File: config.mk
export PLATFORM = sky130hd
export DESIGN_NAME = ex_mem_pipe_flat
export DESIGN_NICKNAME = d
export VERILOG_FILES = /design/src/rtl/ex_mem_pipe_pkg.sv /design/src/rtl/ex_mem_pipe_if.sv /design/src/rtl/ex_mem_pipe_skid.sv /design/src/rtl/ex_mem_pipe.sv /design/src/flat_wrapper.sv
export SDC_FILE = /design/constraint.sdc
export NUM_CORES = 1
export LEC_CHECK = 0
export BUFFER_PORTS_ARGS = -buffer_cell sky130_fd_sc_hd__buf_2
export CELL_PAD_IN_SITES_DETAIL_PLACEMENT = 2
export CELL_PAD_IN_SITES_GLOBAL_PLACEMENT = 2
export CORE_UTILIZATION = 31
export DETAILED_ROUTE_END_ITERATION = 12
export HOLD_SLACK_MARGIN = 0.05
export PLACE_DENSITY_LB_ADDON = 0.1
export SYNTH_ARGS = -nofsm -noshare
export SYNTH_HDL_FRONTEND = slang
export SYNTH_SLANG_ARGS = --single-unit
File: constraint.sdc
create_clock -name clk -period 1.9 [get_ports clk]
set_clock_uncertainty 0.15 [all_clocks]
set_input_delay 0.095 -clock clk [delete_from_list [all_inputs] [get_ports clk]]
set_output_delay 0.095 -clock clk [all_outputs]
set_load 0.05 [all_outputs]
File: src/rtl/ex_mem_pipe_pkg.sv
// rtl/ex_mem_pipe_pkg.sv - shared types and default widths for the EX/MEM pipeline register
package ex_mem_pipe_pkg;

    // Default widths: RegBus, MEMAddrBus, register-file address width
    localparam int DEF_DATA_W     = 32;
    localparam int DEF_MEM_ADDR_W = 32;
    localparam int DEF_REG_ADDR_W = 5;

    typedef enum logic [1:0] {
        SZ_B   = 2'd0,
        SZ_H   = 2'd1,
        SZ_W   = 2'd2,
        SZ_RSV = 2'd3
    } mem_size_e;

    typedef struct packed {
        logic                      mem_re;
        logic                      mem_we;
        mem_size_e                 mem_size;
        logic [DEF_MEM_ADDR_W-1:0] mem_addr;
        logic [DEF_DATA_W-1:0]     mem_wdata;
        logic                      regfile_re;
        logic                      regfile_we;
        logic [DEF_REG_ADDR_W-1:0] regfile_waddr;
        logic [DEF_DATA_W-1:0]     alu_result;
    } ex_mem_payload_t;

    // Flattened payload width for arbitrary parameter choices
    function automatic int payload_w(input int data_w, input int addr_w, input int reg_w);
        return 2 + 2 + addr_w + data_w + 2 + reg_w + data_w;
    endfunction

endpackage

File: src/rtl/ex_mem_pipe_if.sv
// rtl/ex_mem_pipe_if.sv - EX-side and MEM-side signal bundle of the EX/MEM pipeline register
//   slave  : view used by the pipeline register (consumes ex_*, mem_ready; drives the rest)
//   master : view used by the surrounding stages
interface ex_mem_pipe_if #(
    parameter int DATA_W     = ex_mem_pipe_pkg::DEF_DATA_W,
    parameter int MEM_ADDR_W = ex_mem_pipe_pkg::DEF_MEM_ADDR_W,
    parameter int REG_ADDR_W = ex_mem_pipe_pkg::DEF_REG_ADDR_W
);
    logic                  ex_valid;
    logic                  ex_ready;
    logic                  ex_mem_re;
    logic                  ex_mem_we;
    logic [1:0]            ex_mem_size;
    logic [MEM_ADDR_W-1:0] ex_mem_addr;
    logic [DATA_W-1:0]     ex_mem_wdata;
    logic                  ex_regfile_re;
    logic                  ex_regfile_we;
    logic [REG_ADDR_W-1:0] ex_regfile_waddr;
    logic [DATA_W-1:0]     ex_alu_result;

    logic                  mem_valid;
    logic                  mem_ready;
    logic                  mem_mem_re;
    logic                  mem_mem_we;
    logic [1:0]            mem_mem_size;
    logic [MEM_ADDR_W-1:0] mem_mem_addr;
    logic [DATA_W-1:0]     mem_mem_wdata;
    logic                  mem_regfile_re;
    logic                  mem_regfile_we;
    logic [REG_ADDR_W-1:0] mem_regfile_waddr;
    logic [DATA_W-1:0]     mem_data;

    logic                  fwd_valid;
    logic [REG_ADDR_W-1:0] fwd_waddr;
    logic [DATA_W-1:0]     fwd_data;

    logic                  err_rw;

    modport slave (
        input  ex_valid, ex_mem_re, ex_mem_we, ex_mem_size, ex_mem_addr, ex_mem_wdata,
               ex_regfile_re, ex_regfile_we, ex_regfile_waddr, ex_alu_result, mem_ready,
        output ex_ready, mem_valid, mem_mem_re, mem_mem_we, mem_mem_size, mem_mem_addr,
               mem_mem_wdata, mem_regfile_re, mem_regfile_we, mem_regfile_waddr, mem_data,
               fwd_valid, fwd_waddr, fwd_data, err_rw
    );

    modport master (
        output ex_valid, ex_mem_re, ex_mem_we, ex_mem_size, ex_mem_addr, ex_mem_wdata,
               ex_regfile_re, ex_regfile_we, ex_regfile_waddr, ex_alu_result, mem_ready,
        input  ex_ready, mem_valid, mem_mem_re, mem_mem_we, mem_mem_size, mem_mem_addr,
               mem_mem_wdata, mem_regfile_re, mem_regfile_we, mem_regfile_waddr, mem_data,
               fwd_valid, fwd_waddr, fwd_data, err_rw
    );

endinterface

File: src/rtl/ex_mem_pipe_skid.sv
// rtl/ex_mem_pipe_skid.sv - pipe_skid_reg: generic two-entry valid/ready skid register with flush
//   s_t* : upstream stream (s_tready is registered, equals !skid_valid)
//   m_t* : downstream stream, m_tdata always shows the main register
module pipe_skid_reg #(
    parameter int W = 8
) (
    input  logic         clk,
    input  logic         rst,
    input  logic         flush,
    input  logic         s_tvalid,
    output logic         s_tready,
    input  logic [W-1:0] s_tdata,
    output logic         m_tvalid,
    input  logic         m_tready,
    output logic [W-1:0] m_tdata
);

    logic         main_valid;
    logic         skid_valid;
    logic [W-1:0] main_data;
    logic [W-1:0] skid_data;
    logic         accept;
    logic         drain;

    // skid_valid is itself a flop, so ready never sees mem-side ready combinationally
    assign s_tready = !skid_valid;
    assign accept   = s_tvalid && s_tready;
    assign drain    = main_valid && m_tready;
    assign m_tvalid = main_valid;
    assign m_tdata  = main_data;

    always_ff @(posedge clk or negedge rst) begin
        if (!rst) begin
            main_valid <= 1'b0;
            skid_valid <= 1'b0;
            main_data  <= '0;
            skid_data  <= '0;
        end else if (flush) begin
            main_valid <= 1'b0;
            skid_valid <= 1'b0;
        end else if (skid_valid && drain) begin
            // older skid entry moves up; upstream is stalled so nothing is accepted
            main_data  <= skid_data;
            skid_valid <= 1'b0;
        end else if (!main_valid || drain) begin
            main_data  <= s_tdata;
            main_valid <= accept;
        end else if (accept) begin
            // main is blocked: park the younger entry in the skid slot
            skid_data  <= s_tdata;
            skid_valid <= 1'b1;
        end
    end

endmodule

File: src/rtl/ex_mem_pipe.sv
// rtl/ex_mem_pipe.sv - EX->MEM pipeline register with skid buffer, flush, qualification, forwarding tap and conflict flag
//   clk, rst (async active-low), flush (sync), bus : ex_* / mem_* / fwd_* / err_rw signals
module ex_mem_pipe
    import ex_mem_pipe_pkg::*;
#(
    parameter int DATA_W     = DEF_DATA_W,
    parameter int MEM_ADDR_W = DEF_MEM_ADDR_W,
    parameter int REG_ADDR_W = DEF_REG_ADDR_W
) (
    input  logic          clk,
    input  logic          rst,
    input  logic          flush,
    ex_mem_pipe_if.slave  bus
);

    localparam int PW = payload_w(DATA_W, MEM_ADDR_W, REG_ADDR_W);

    logic [PW-1:0]         in_data;
    logic [PW-1:0]         out_data;
    logic                  out_valid;
    logic                  in_ready;

    logic                  st_mem_re;
    logic                  st_mem_we;
    logic [1:0]            st_mem_size;
    logic [MEM_ADDR_W-1:0] st_mem_addr;
    logic [DATA_W-1:0]     st_mem_wdata;
    logic                  st_rf_re;
    logic                  st_rf_we;
    logic [REG_ADDR_W-1:0] st_rf_waddr;
    logic [DATA_W-1:0]     st_alu;

    logic                  err_q;

    assign in_data = {bus.ex_mem_re, bus.ex_mem_we, bus.ex_mem_size, bus.ex_mem_addr,
                      bus.ex_mem_wdata, bus.ex_regfile_re, bus.ex_regfile_we,
                      bus.ex_regfile_waddr, bus.ex_alu_result};

    pipe_skid_reg #(.W(PW)) u_skid (
        .clk      (clk),
        .rst      (rst),
        .flush    (flush),
        .s_tvalid (bus.ex_valid),
        .s_tready (in_ready),
        .s_tdata  (in_data),
        .m_tvalid (out_valid),
        .m_tready (bus.mem_ready),
        .m_tdata  (out_data)
    );

    assign {st_mem_re, st_mem_we, st_mem_size, st_mem_addr, st_mem_wdata,
            st_rf_re, st_rf_we, st_rf_waddr, st_alu} = out_data;

    assign bus.ex_ready          = in_ready;
    assign bus.mem_valid         = out_valid;

    // Control bits are qualified so a stale payload can never trigger an access
    assign bus.mem_mem_re        = st_mem_re & out_valid;
    assign bus.mem_mem_we        = st_mem_we & out_valid;
    assign bus.mem_regfile_re    = st_rf_re & out_valid;
    assign bus.mem_regfile_we    = st_rf_we & out_valid;

    assign bus.mem_mem_size      = st_mem_size;
    assign bus.mem_mem_addr      = st_mem_addr;
    assign bus.mem_mem_wdata     = st_mem_wdata;
    assign bus.mem_regfile_waddr = st_rf_waddr;
    assign bus.mem_data          = st_alu;

    // Loads are not forwarded: their value is not known until the memory returns it
    assign bus.fwd_valid = out_valid && st_rf_we && !st_rf_re && (st_rf_waddr != '0);
    assign bus.fwd_waddr = st_rf_waddr;
    assign bus.fwd_data  = st_alu;

    // Sticky; flush deliberately leaves it alone
    always_ff @(posedge clk or negedge rst) begin
        if (!rst) begin
            err_q <= 1'b0;
        end else if (bus.ex_valid && in_ready && bus.ex_mem_re && bus.ex_mem_we) begin
            err_q <= 1'b1;
        end
    end

    assign bus.err_rw = err_q;

endmodule

File: src/flat_wrapper.sv
// flat-port wrapper written by rule: the top's interface ports become plain ports
module ex_mem_pipe_flat import ex_mem_pipe_pkg::*;
#(
    parameter int DATA_W     = DEF_DATA_W,
    parameter int MEM_ADDR_W = DEF_MEM_ADDR_W,
    parameter int REG_ADDR_W = DEF_REG_ADDR_W
)
  (clk, rst, flush, bus_ex_valid, bus_ex_mem_re, bus_ex_mem_we, bus_ex_mem_size, bus_ex_mem_addr, bus_ex_mem_wdata, bus_ex_regfile_re, bus_ex_regfile_we, bus_ex_regfile_waddr, bus_ex_alu_result, bus_mem_ready, bus_ex_ready, bus_mem_valid, bus_mem_mem_re, bus_mem_mem_we, bus_mem_mem_size, bus_mem_mem_addr, bus_mem_mem_wdata, bus_mem_regfile_re, bus_mem_regfile_we, bus_mem_regfile_waddr, bus_mem_data, bus_fwd_valid, bus_fwd_waddr, bus_fwd_data, bus_err_rw);
  ex_mem_pipe_if #(.DATA_W(DATA_W), .MEM_ADDR_W(MEM_ADDR_W), .REG_ADDR_W(REG_ADDR_W)) bus_i ();
  input  logic clk;
  input  logic rst;
  input  logic flush;
  input wire logic [$bits(bus_i.ex_valid)-1:0] bus_ex_valid;
  input wire logic [$bits(bus_i.ex_mem_re)-1:0] bus_ex_mem_re;
  input wire logic [$bits(bus_i.ex_mem_we)-1:0] bus_ex_mem_we;
  input wire logic [$bits(bus_i.ex_mem_size)-1:0] bus_ex_mem_size;
  input wire logic [$bits(bus_i.ex_mem_addr)-1:0] bus_ex_mem_addr;
  input wire logic [$bits(bus_i.ex_mem_wdata)-1:0] bus_ex_mem_wdata;
  input wire logic [$bits(bus_i.ex_regfile_re)-1:0] bus_ex_regfile_re;
  input wire logic [$bits(bus_i.ex_regfile_we)-1:0] bus_ex_regfile_we;
  input wire logic [$bits(bus_i.ex_regfile_waddr)-1:0] bus_ex_regfile_waddr;
  input wire logic [$bits(bus_i.ex_alu_result)-1:0] bus_ex_alu_result;
  input wire logic [$bits(bus_i.mem_ready)-1:0] bus_mem_ready;
  output wire logic [$bits(bus_i.ex_ready)-1:0] bus_ex_ready;
  output wire logic [$bits(bus_i.mem_valid)-1:0] bus_mem_valid;
  output wire logic [$bits(bus_i.mem_mem_re)-1:0] bus_mem_mem_re;
  output wire logic [$bits(bus_i.mem_mem_we)-1:0] bus_mem_mem_we;
  output wire logic [$bits(bus_i.mem_mem_size)-1:0] bus_mem_mem_size;
  output wire logic [$bits(bus_i.mem_mem_addr)-1:0] bus_mem_mem_addr;
  output wire logic [$bits(bus_i.mem_mem_wdata)-1:0] bus_mem_mem_wdata;
  output wire logic [$bits(bus_i.mem_regfile_re)-1:0] bus_mem_regfile_re;
  output wire logic [$bits(bus_i.mem_regfile_we)-1:0] bus_mem_regfile_we;
  output wire logic [$bits(bus_i.mem_regfile_waddr)-1:0] bus_mem_regfile_waddr;
  output wire logic [$bits(bus_i.mem_data)-1:0] bus_mem_data;
  output wire logic [$bits(bus_i.fwd_valid)-1:0] bus_fwd_valid;
  output wire logic [$bits(bus_i.fwd_waddr)-1:0] bus_fwd_waddr;
  output wire logic [$bits(bus_i.fwd_data)-1:0] bus_fwd_data;
  output wire logic [$bits(bus_i.err_rw)-1:0] bus_err_rw;
  assign bus_i.ex_valid = bus_ex_valid;
  assign bus_i.ex_mem_re = bus_ex_mem_re;
  assign bus_i.ex_mem_we = bus_ex_mem_we;
  assign bus_i.ex_mem_size = bus_ex_mem_size;
  assign bus_i.ex_mem_addr = bus_ex_mem_addr;
  assign bus_i.ex_mem_wdata = bus_ex_mem_wdata;
  assign bus_i.ex_regfile_re = bus_ex_regfile_re;
  assign bus_i.ex_regfile_we = bus_ex_regfile_we;
  assign bus_i.ex_regfile_waddr = bus_ex_regfile_waddr;
  assign bus_i.ex_alu_result = bus_ex_alu_result;
  assign bus_i.mem_ready = bus_mem_ready;
  assign bus_ex_ready = bus_i.ex_ready;
  assign bus_mem_valid = bus_i.mem_valid;
  assign bus_mem_mem_re = bus_i.mem_mem_re;
  assign bus_mem_mem_we = bus_i.mem_mem_we;
  assign bus_mem_mem_size = bus_i.mem_mem_size;
  assign bus_mem_mem_addr = bus_i.mem_mem_addr;
  assign bus_mem_mem_wdata = bus_i.mem_mem_wdata;
  assign bus_mem_regfile_re = bus_i.mem_regfile_re;
  assign bus_mem_regfile_we = bus_i.mem_regfile_we;
  assign bus_mem_regfile_waddr = bus_i.mem_regfile_waddr;
  assign bus_mem_data = bus_i.mem_data;
  assign bus_fwd_valid = bus_i.fwd_valid;
  assign bus_fwd_waddr = bus_i.fwd_waddr;
  assign bus_fwd_data = bus_i.fwd_data;
  assign bus_err_rw = bus_i.err_rw;
  ex_mem_pipe #(.DATA_W(DATA_W), .MEM_ADDR_W(MEM_ADDR_W), .REG_ADDR_W(REG_ADDR_W)) u_core (.clk(clk), .rst(rst), .flush(flush), .bus(bus_i));
endmodule
==> impl_metrics.py, run 1 <==
metrics = {
    "cts": {
        "tritoncts": "built",
        "cts_max_path_buffers": 3,
        "worst_setup_hold_path_clk_slew_ps": 60,
        "cts_inserted_buffers": 26,
        "clock_sinks": 217,
        "ctsHtreeMaxLevel": 1,
        "worstSkewPairLatency_ps": 520,
        "ctsRootBufferMaster": "sky130_fd_sc_hd__clkbuf_16",
    },
    "place": {
        "hpwlAfterDp_um": 19150,
        "place_congestion": 0.6855,
        "placed_cell_area_sq_mm": 0.01140,
        "portBuffers": 259,
    },
    "setup_path": {
        "endpoint_kind": "primary output",
        "regToRegSetupSlack_ps": 50,
        "timing.critical_path.max_delay_family": "simple AND/OR/NAND/NOR gates",
        "path_max_fanout": 2,
        "max_stage_delay_ps": 560,
        "crit_arrival_ps": 1780,
        "required_ps": 1650,
        "setup.worst_path.class": "reg2out",
        "cp_cell_sequence": "or4_4 > nor2_4 > nor3b_4 > buf_6",
        "critical_path.reg2reg.startpoint": "u_core.u_skid.skid_valid",
        "worst_setup_path_start_kind": "flip-flop",
        "timing.rr.end": "u_core.u_skid.skid_data[86]",
        "reg2reg_depth": 5,
        "path_buf_inv": 1,
        "critical-path-slowest-cell": "sky130_fd_sc_hd__or4_4",
    },
    "detailed_routing": {
        "antenna_left": 0,
        "remaining_drcs": 0,
        "drt_wl_total_um": 31600,
        "wl_per_cell_um": 20.14,
        "vias_per_cell": 4.842,
        "vias": 7597,
        "drt-initial-drc-count": 229,
        "detailedRoute.firstPassIterationCount": 4,
    },
    "sta": {
        "tightestPinTransition_ps": 706.5,
        "fmax_mhz": 492.9,
        "finalWorstPathRequiredPeriod_ps": 2029,
        "setup_viol_count_final": 1,
        "maxSlewViolCount": 0,
        "final-hold-violation-count": 0,
        "setup_slack_ps": -128.8,
        "final.period_utilization_pct": 106.8,
        "grt_setup_unrepaired": "yes",
        "max_slew_margin_pct": 52.90,
    },
    "status": {
        "violations": "setup timing",
        "outcome": "finished with violations",
    },
    "die": {
        "die_width_um": 185.4,
        "fp.dieArea_sq_mm": 0.03438,
        "die_y_um": 185.4,
        "placementRows": 66,
        "top_ports": 260,
        "floorplan.initialDensity_pct": 31.81,
        "total_core_area_sq_mm": 0.03278,
    },
    "worst_hold_path": {
        "worst_hold_path.endpoint": "u_core.u_skid.skid_data[61]",
        "hold_start": "bus_ex_mem_wdata[22]",
        "hold_path.class": "in2reg",
        "holdPathStages": 3,
    },
    "pwr": {
        "power_total_mw": 14.79,
        "p_leak_nw": 6.222,
        "pwr_density_cell_mw_per_mm2": 1092,
        "ir_worst_vdd_mv": 0.7571,
    },
    "cells_and_area": {
        "final_design_area_no_fill_sq_mm": 0.01355,
        "antenna_cells_inserted": 0,
        "layout_common_cells": "sky130_fd_sc_hd__buf_2, sky130_fd_sc_hd__dfrtp_1, sky130_fd_sc_hd__dlygate4sd3_1",
        "finalNetCount": 1220,
        "flow.area_growth_from_synthesis_pct": 29.89,
        "final_common_cell": "sky130_fd_sc_hd__buf_2",
        "post_route_cells_drive_above_1_share_pct": 40.46,
    },
    "global_routing": {
        "grt_antenna_before_repair": 0,
        "grt_first_pass_wirelength_um": 49610,
        "grt_overflow": 0,
        "grt_pass1_vias": 8744,
        "pin_count_of_the_biggest_net_entering_global_routing": 68,
        "global_route.usage.total_pct": 18.40,
    },
    "synthesis": {
        "ys_seq_elements": 217,
        "synthesized_instance_count": 876,
        "post_synth_design_cell_area_sq_mm": 0.01043,
        "async_flop_share_pct": 100.0,
        "proportion_of_synthesized_chip_area_in_sequential_cells_pct": 52.07,
        "syn-num-nets": 988,
        "yosys_warnings": 0,
        "synth-edff-count": 0,
        "number_of_distinct_library_cells_after_synthesis": 26,
        "postSynth.topFlopCell": "sky130_fd_sc_hd__dfrtp_1",
        "syn_area_per_cell_sq_um": 11.90,
    },
    "run": {
        "max_cap_viol_count": 0,
    },
}
timing repair:
item,CTS,global route
resized for setup,5,3
setup endpoints to repair,1,57
cloned,0,3
pin swaps,2,2
hold buffers,116,0
setup buffers,1,5
endpoints found under the hold margin,434,0
worst register-to-register path, cell delays in order, from the launching register on:
cell                       delay (ps)
sky130_fd_sc_hd__dfrtp_1          370
sky130_fd_sc_hd__nand2b_1         210
sky130_fd_sc_hd__nor3b_4          250
sky130_fd_sc_hd__buf_6            220
sky130_fd_sc_hd__buf_4            220
sky130_fd_sc_hd__mux2_4           320
registers in the layout, indices dropped and copies added, names as in the netlist:
name / flops
u_core.u_skid.m_tdata: 107
u_core.u_skid.skid_data: 107
u_core.bus.err_rw: 1
u_core.u_skid.m_tvalid: 1
u_core.u_skid.skid_valid: 1
where the power goes:
group          leakage [nW]  internal, mW  switching (mW)  total, mW
combinational          3.26          1.49            2.25       3.75
sequential             2.53          5.54           0.537       6.08
clock                 0.425          2.98            1.99       4.96
total                  6.22          10.0            4.78       14.8
cell type report:
type	count	area (sq um)
sequential	217	5431
fill	3413	19240
multi-input combinational	446	3637
inverter	2	7.507
timing repair buffer	415	3062
tap	442	553.0
clock buffer	44	839.6
clock inverter	3	15.01
how the worst max path moves through the flow:
stage / endpoint / start / depth (start not counted) / slack [ps]
floorplan: u_core.u_skid.skid_data[100] / u_core.u_skid.m_tvalid / 8 / -170
detailed placement: u_core.u_skid.skid_data[94] / u_core.u_skid.skid_valid / 5 / 30
CTS: bus_fwd_valid / u_core.u_skid.m_tdata[35] / 4 / -170
global placement: u_core.u_skid.skid_data[92] / u_core.u_skid.skid_valid / 5 / 80
global route: bus_fwd_valid / u_core.u_skid.m_tdata[35] / 4 / -190
finish: bus_fwd_valid / u_core.u_skid.m_tdata[35] / 4 / -130
routing by layer:
layer / up-vias / routed length, um / GRT usage, %
met3: 27 / 1766 / 3.736
met5: - / 0 / 0
met4: 0 / 378 / 3.669
met1: 3924 / 13830 / 23.22
met2: 166 / 15630 / 32.34
li1: 3480 / - / -
through the flow:
step | cells | setup WS (ps) | TNS (ps) | util, % | hold slack (ps)
2_1_floorplan | 876 | -172.9 | -13520 | - | -350.6
3_3_place_gp | 1398 | 78.83 | 0 | 34.79 | -221.9
3_5_place_dp | 1398 | 28.86 | 0 | 34.79 | -219.8
6_report | 1569 | -128.8 | -128.8 | 41.32 | 203.9
5_1_grt | 1569 | -192.8 | -630.4 | 41.32 | 190.0
4_1_cts | 1562 | -168.4 | -168.4 | 41.01 | 167.3
kinds of logic (layout without fill, tap and decap cells):
logic type | after synthesis | after routing | share of synthesized area (%)
buffers and inverters | 213 | 464 | 13.55
multiplexers | 107 | 107 | 12.63
flip-flops | 217 | 217 | 52.07
AO/OA/AOI/OAI | 219 | 219 | 17.00
AND/OR/NAND/NOR | 120 | 120 | 4.751
synth_stat cells, types with 2 or more instances:
master,n,share of area [%]
sky130_fd_sc_hd__mux2_2,77,8.3
sky130_fd_sc_hd__clkbuf_1,43,1.5
sky130_fd_sc_hd__buf_2,16,0.77
sky130_fd_sc_hd__dfrtp_1,217,52
sky130_fd_sc_hd__mux2_4,30,4.3
sky130_fd_sc_hd__buf_4,143,10
sky130_fd_sc_hd__buf_8,3,0.43
sky130_fd_sc_hd__inv_1,2,0.072
sky130_fd_sc_hd__a2bb2oi_1,107,9.0
sky130_fd_sc_hd__a211oi_1,108,7.8
sky130_fd_sc_hd__buf_6,3,0.32
sky130_fd_sc_hd__a21oi_1,2,0.096
sky130_fd_sc_hd__nand2_1,107,3.9
sky130_fd_sc_hd__buf_1,3,0.11
sky130_fd_sc_hd__and2_1,4,0.24
Power figures use the tool's default switching activity.
==> run 2, diff against run 1 <==
--- a/config.mk
+++ b/config.mk
@@ -8,7 +8,9 @@
 export BUFFER_PORTS_ARGS = -buffer_cell sky130_fd_sc_hd__buf_2
 export CELL_PAD_IN_SITES_DETAIL_PLACEMENT = 2
 export CELL_PAD_IN_SITES_GLOBAL_PLACEMENT = 2
+export CORE_MARGIN = 3
 export CORE_UTILIZATION = 31
+export CTS_CLUSTER_DIAMETER = 30
 export DETAILED_ROUTE_END_ITERATION = 12
 export HOLD_SLACK_MARGIN = 0.05
 export PLACE_DENSITY_LB_ADDON = 0.1
==> impl_metrics.py, run 2 (synthesized netlist as in run 1, its figures left out) <==
metrics = {
    "status": {
        "outcome": "finished with violations",
        "violations": "setup timing",
    },
    "cts": {
        "tritoncts": "built",
        "ctsHtreeMaxLevel": 2,
        "worst_setup_hold_path_clk_slew_ps": 50,
        "ctsRootBufferMaster": "sky130_fd_sc_hd__clkbuf_16",
        "cts_max_path_buffers": 3,
        "cts_inserted_buffers": 55,
        "worstSkewPairLatency_ps": 550,
        "clock_sinks": 217,
    },
    "die": {
        "fp.dieArea_sq_mm": 0.03588,
        "placementRows": 66,
        "die_y_um": 189.4,
        "die_width_um": 189.4,
        "total_core_area_sq_mm": 0.03287,
        "floorplan.initialDensity_pct": 31.73,
        "top_ports": 260,
    },
    "detailed_routing": {
        "antenna_left": 0,
        "detailedRoute.firstPassIterationCount": 4,
        "wl_per_cell_um": 21.13,
        "remaining_drcs": 0,
        "vias_per_cell": 4.895,
        "vias": 7954,
        "drt-initial-drc-count": 277,
        "drt_wl_total_um": 34340,
    },
    "setup_path": {
        "worst_setup_path_start_kind": "flip-flop",
        "setup.worst_path.class": "reg2out",
        "required_ps": 1650,
        "crit_arrival_ps": 1790,
        "regToRegSetupSlack_ps": 70,
        "path_max_fanout": 2,
        "endpoint_kind": "primary output",
    },
    "sta": {
        "tightestPinTransition_ps": 715.8,
        "grt_setup_unrepaired": "yes",
        "setup_slack_ps": -133.4,
        "maxSlewViolCount": 0,
        "setup_viol_count_final": 1,
        "fmax_mhz": 491.8,
        "final-hold-violation-count": 0,
        "final.period_utilization_pct": 107.0,
        "max_slew_margin_pct": 52.28,
        "finalWorstPathRequiredPeriod_ps": 2033,
        "setup_tns_ps": -133.4,
    },
    "place": {
        "hpwlAfterDp_um": 20280,
        "portBuffers": 259,
        "placed_cell_area_sq_mm": 0.01145,
        "place_congestion": 0.6859,
    },
    "cells_and_area": {
        "nFillCells": 3365,
        "finalNetCount": 1247,
        "flow.area_growth_from_synthesis_pct": 40.08,
        "area_used_by_multi_input_combinational_logic_sq_mm": 0.003637,
        "layout_common_cells": "sky130_fd_sc_hd__buf_2, sky130_fd_sc_hd__dfrtp_1, sky130_fd_sc_hd__dlygate4sd3_1",
        "final_design_area_no_fill_sq_mm": 0.01461,
        "fin_util_pct": 44.45,
        "post_route_cells_drive_above_1_share_pct": 43.74,
        "sequential_cell_area_sq_mm": 0.005431,
        "final_common_cell": "sky130_fd_sc_hd__buf_2",
    },
    "global_routing": {
        "global_route.usage.total_pct": 19.00,
        "grt_util_met3_pct": 4.407,
        "grt_first_pass_wirelength_um": 54720,
        "use_met1_pct": 24.19,
        "grt.busiest_layer": "met2",
        "pin_count_of_the_biggest_net_entering_global_routing": 59,
        "grt_overflow": 0,
        "grt_util_met2_pct": 32.71,
        "grt_pass1_vias": 9397,
        "grt_antenna_before_repair": 1,
    },
    "pwr": {
        "ir_worst_vdd_mv": 0.5209,
        "pwr_density_cell_mw_per_mm2": 1340,
        "p_leak_nw": 6.755,
        "power_total_mw": 19.57,
    },
    "worst_hold_path": {
        "hold_path.class": "in2reg",
    },
    "run": {
        "max_cap_viol_count": 0,
    },
}
==> run 2: changes by cell type in the layout (fill, tap and decap cells not counted), moves of 2 or more <==
cell	previous run	this run
sky130_fd_sc_hd__bufinv_16	0	8
sky130_fd_sc_hd__clkinv_4	0	2
sky130_fd_sc_hd__clkbuf_8	10	8
sky130_fd_sc_hd__clkbuf_1	7	4
sky130_fd_sc_hd__buf_4	17	19
sky130_fd_sc_hd__clkinvlp_4	0	4
sky130_fd_sc_hd__dlygate4sd3_1	115	112
sky130_fd_sc_hd__clkbuf_16	29	58
sky130_fd_sc_hd__clkinv_2	3	20
==> run 2: worst paths after layout <==
kind | end | depth (start not counted) | start
hold / removal | u_core.u_skid.skid_data[71] | 3 | bus_ex_mem_addr[0]
min in group asynchronous | u_core.u_skid.m_tdata[94] | 3 | rst
setup reg to reg | u_core.u_skid.skid_data[21] | 5 | u_core.u_skid.skid_valid
setup / recovery | bus_fwd_valid | 4 | u_core.u_skid.m_tdata[35]
hold reg to reg | u_core.bus.err_rw | 1 | u_core.bus.err_rw
max in group asynchronous | u_core.u_skid.m_tdata[54] | 4 | rst
==> run 2: layout make-up <==
cell class / instances / share of cell area [%]
Clock buffer: 68 / 10.45
Inverter: 2 / 0.05139
Antenna cell: 1 / 0.01713
Multi-Input combinational cell: 446 / 24.90
Sequential cell: 217 / 37.18
Clock inverter: 36 / 2.826
Timing Repair Buffer: 413 / 20.79
Tap cell: 442 / 3.786
==> run 2: per-layer routing <==
| metal | vias up | wire (um) |
|---|---|---|
| li1 | 3562 | - |
| met1 | 4131 | 15010 |
| met2 | 206 | 16990 |
| met3 | 55 | 1684 |
| met4 | 0 | 651 |
| met5 | - | 0 |
==> run 2: report_power, final <==
group          switching, mW  internal, mW  total [mW]
Sequential             0.563          5.55        6.12
Clock                   2.94          6.73        9.67
Combinational           2.29          1.49        3.78
==> run 2: critical path, stage by stage (launching register included) <==
cell and delay (ps):
sky130_fd_sc_hd__dfrtp_1 400, sky130_fd_sc_hd__or4_4 530, sky130_fd_sc_hd__nor2_4 120, sky130_fd_sc_hd__nor3b_4 50, sky130_fd_sc_hd__buf_6 150
==> run 2: per-stage QoR <==
stage	instances	setup slack (ps)	hold slack, ps
after CTS	1621	-216.1	158.5
final	1625	-133.4	180.2
after global placement	1404	74.30	-61.39
after detailed placement	1404	59.09	-49.86
after floorplan	876	-172.9	-350.6
after global routing	1625	-205.1	174.1
==> run 2: repair_timing <==
| item | in CTS | in global routing |
|---|---|---|
| pin swaps | 1 | 2 |
| resized for setup | 3 | 6 |
| endpoints found under the setup margin | 1 | 40 |
| cloned | 0 | 2 |
| setup buffers | 1 | 1 |
| hold endpoints to repair | 434 | 0 |
| hold buffers | 112 | 0 |
==> run 3, diff against run 2 <==
--- a/config.mk
+++ b/config.mk
@@ -14,6 +14,7 @@
 export DETAILED_ROUTE_END_ITERATION = 12
 export HOLD_SLACK_MARGIN = 0.05
 export PLACE_DENSITY_LB_ADDON = 0.1
+export SKIP_CTS_REPAIR_TIMING = 1
 export SYNTH_ARGS = -nofsm -noshare
 export SYNTH_HDL_FRONTEND = slang
 export SYNTH_SLANG_ARGS = --single-unit
==> impl_metrics.py, run 3 (synthesized netlist as in run 1, its figures left out) <==
metrics = {
    "pwr": {
        "power_total_mw": 19.56,
        "seq_power_share_pct": 31.3,
        "net-switching-power_mw": 5.782,
        "ir_worst_vdd_mv": 0.5221,
        "power_frac_clock_pct": 49.4,
        "internal_power_mw": 13.78,
        "netSwitchingFraction_pct": 29.56,
        "pwr_density_cell_mw_per_mm2": 1338,
        "power.combinational.fraction_pct": 19.3,
        "p_leak_nw": 6.760,
    },
    "cells_and_area": {
        "post_route_cells_drive_above_1_share_pct": 43.79,
        "layout_common_cells": "sky130_fd_sc_hd__buf_2, sky130_fd_sc_hd__dfrtp_1, sky130_fd_sc_hd__dlygate4sd3_1",
        "final_common_cell": "sky130_fd_sc_hd__buf_2",
        "flow.area_growth_from_synthesis_pct": 40.16,
        "finalNetCount": 1248,
        "final_design_area_no_fill_sq_mm": 0.01462,
    },
    "setup_path": {
        "cp_cell_sequence": "or4_4 > nor2_4 > nor3b_4 > buf_6",
        "critical-path-slowest-cell": "sky130_fd_sc_hd__or4_4",
        "max_stage_delay_ps": 540,
        "worst_setup_path_start_kind": "flip-flop",
        "required_ps": 1650,
        "endpoint_kind": "primary output",
        "setup.worst_path.class": "reg2out",
        "crit_arrival_ps": 1820,
        "path_max_fanout": 3,
    },
    "place": {
        "portBuffers": 259,
        "place_congestion": 0.6859,
        "hpwlAfterDp_um": 20280,
        "placed_cell_area_sq_mm": 0.01145,
    },
    "global_routing": {
        "global_route.usage.total_pct": 18.06,
        "grt_first_pass_wirelength_um": 51870,
        "pin_count_of_the_biggest_net_entering_global_routing": 59,
        "grt_antenna_before_repair": 1,
        "use_met1_pct": 23.67,
        "grt_util_met2_pct": 29.78,
        "grt.busiest_layer": "met2",
        "grt_overflow": 0,
        "grt_util_met3_pct": 4.795,
        "grt_pass1_vias": 8737,
    },
    "detailed_routing": {
        "drt_wl_total_um": 34350,
        "wl_per_cell_um": 21.12,
        "vias": 7950,
        "vias_per_cell": 4.889,
        "detailedRoute.firstPassIterationCount": 4,
        "antenna_left": 0,
        "remaining_drcs": 0,
        "drt-initial-drc-count": 332,
    },
    "sta": {
        "tightestPinTransition_ps": 710.7,
        "final.period_utilization_pct": 108.5,
        "setup_slack_ps": -161.6,
        "fmax_mhz": 485.1,
        "setup_viol_count_final": 1,
        "finalWorstPathRequiredPeriod_ps": 2062,
        "maxSlewViolCount": 0,
        "final-hold-violation-count": 0,
        "setup_tns_ps": -161.6,
        "grt_setup_unrepaired": "yes",
        "max_slew_margin_pct": 52.62,
    },
    "die": {
        "die_width_um": 189.4,
        "fp.dieArea_sq_mm": 0.03588,
        "top_ports": 260,
        "total_core_area_sq_mm": 0.03287,
        "floorplan.initialDensity_pct": 31.73,
        "die_y_um": 189.4,
        "placementRows": 66,
    },
    "cts": {
        "clock_sinks": 217,
        "worstSkewPairLatency_ps": 550,
        "ctsHtreeMaxLevel": 2,
        "tritoncts": "built",
        "worst_setup_hold_path_clk_slew_ps": 50,
        "cts_inserted_buffers": 55,
        "ctsRootBufferMaster": "sky130_fd_sc_hd__clkbuf_16",
        "cts_max_path_buffers": 3,
    },
    "worst_hold_path": {
        "hold_path.class": "in2reg",
    },
    "run": {
        "max_cap_viol_count": 0,
    },
    "status": {
        "violations": "setup timing",
        "outcome": "finished with violations",
    },
}
[run 3: cell types whose count changed in the layout (fill, tap and decap cells not counted)]
cell / before / now
sky130_fd_sc_hd__buf_4: 19 / 20
[run 3: final timing paths]
path / to / cells after the start / slack (ps) / startpoint
max in group asynchronous: u_core.u_skid.m_tdata[54] / 4 / 460 / rst
worst min register to register: u_core.bus.err_rw / 1 / 330 / u_core.bus.err_rw
worst min-delay path: u_core.u_skid.skid_data[64] / 3 / 180 / bus_ex_mem_wdata[25]
min in group asynchronous: u_core.u_skid.m_tdata[94] / 3 / 490 / rst
worst max register to register: u_core.u_skid.skid_data[23] / 5 / 70 / u_core.u_skid.skid_valid
worst max-delay path: bus_fwd_valid / 4 / -160 / u_core.u_skid.m_tdata[35]
[run 3: layout make-up]
type	count	area (sq um)
diodes	1	2.502
clock buffers	68	1526
clock inverters	36	412.9
fillers	3365	18250
inverters	2	7.507
multi-input cells	446	3637
flip-flops and latches	217	5431
well taps	442	553.0
repair buffers	414	3045
[run 3: per-layer routing]
metal / part of all wire (%) / up-vias
met5: 0 / -
met4: 1.6 / 0
met3: 5.1 / 50
met2: 49 / 211
met1: 45 / 4129
li1: - / 3560
[run 3: power groups by stage]
stage / Combinational, mW / Sequential [mW] / Clock [mW]
CTS: 3.62 / 6.11 / 9.87
global placement: 3.52 / 6.12 / 0
global route: 4.03 / 6.25 / 10.2
floorplan: 3.17 / 5.98 / 0
finish: 3.78 / 6.12 / 9.66
detailed placement: 3.60 / 6.15 / 0
[run 3: worst max-delay path: cells and delay by family, from the launching register on]
family / cells / cell delay (ps)
and+or+nand+nor: 3 / 710
DFF: 1 / 410
buffers and inverters: 1 / 150
[run 3: through the flow]
stage	utilization, %	worst slack [ps]	hold WS [ps]	cells
finish	44.47	-161.6	181.8	1626
global route	44.47	-229.8	176.3	1626
CTS	40.74	-311.9	-635.2	1508
detailed placement	34.84	59.09	-49.86	1404
global placement	34.84	74.30	-61.39	1404
floorplan	-	-172.9	-350.6	876
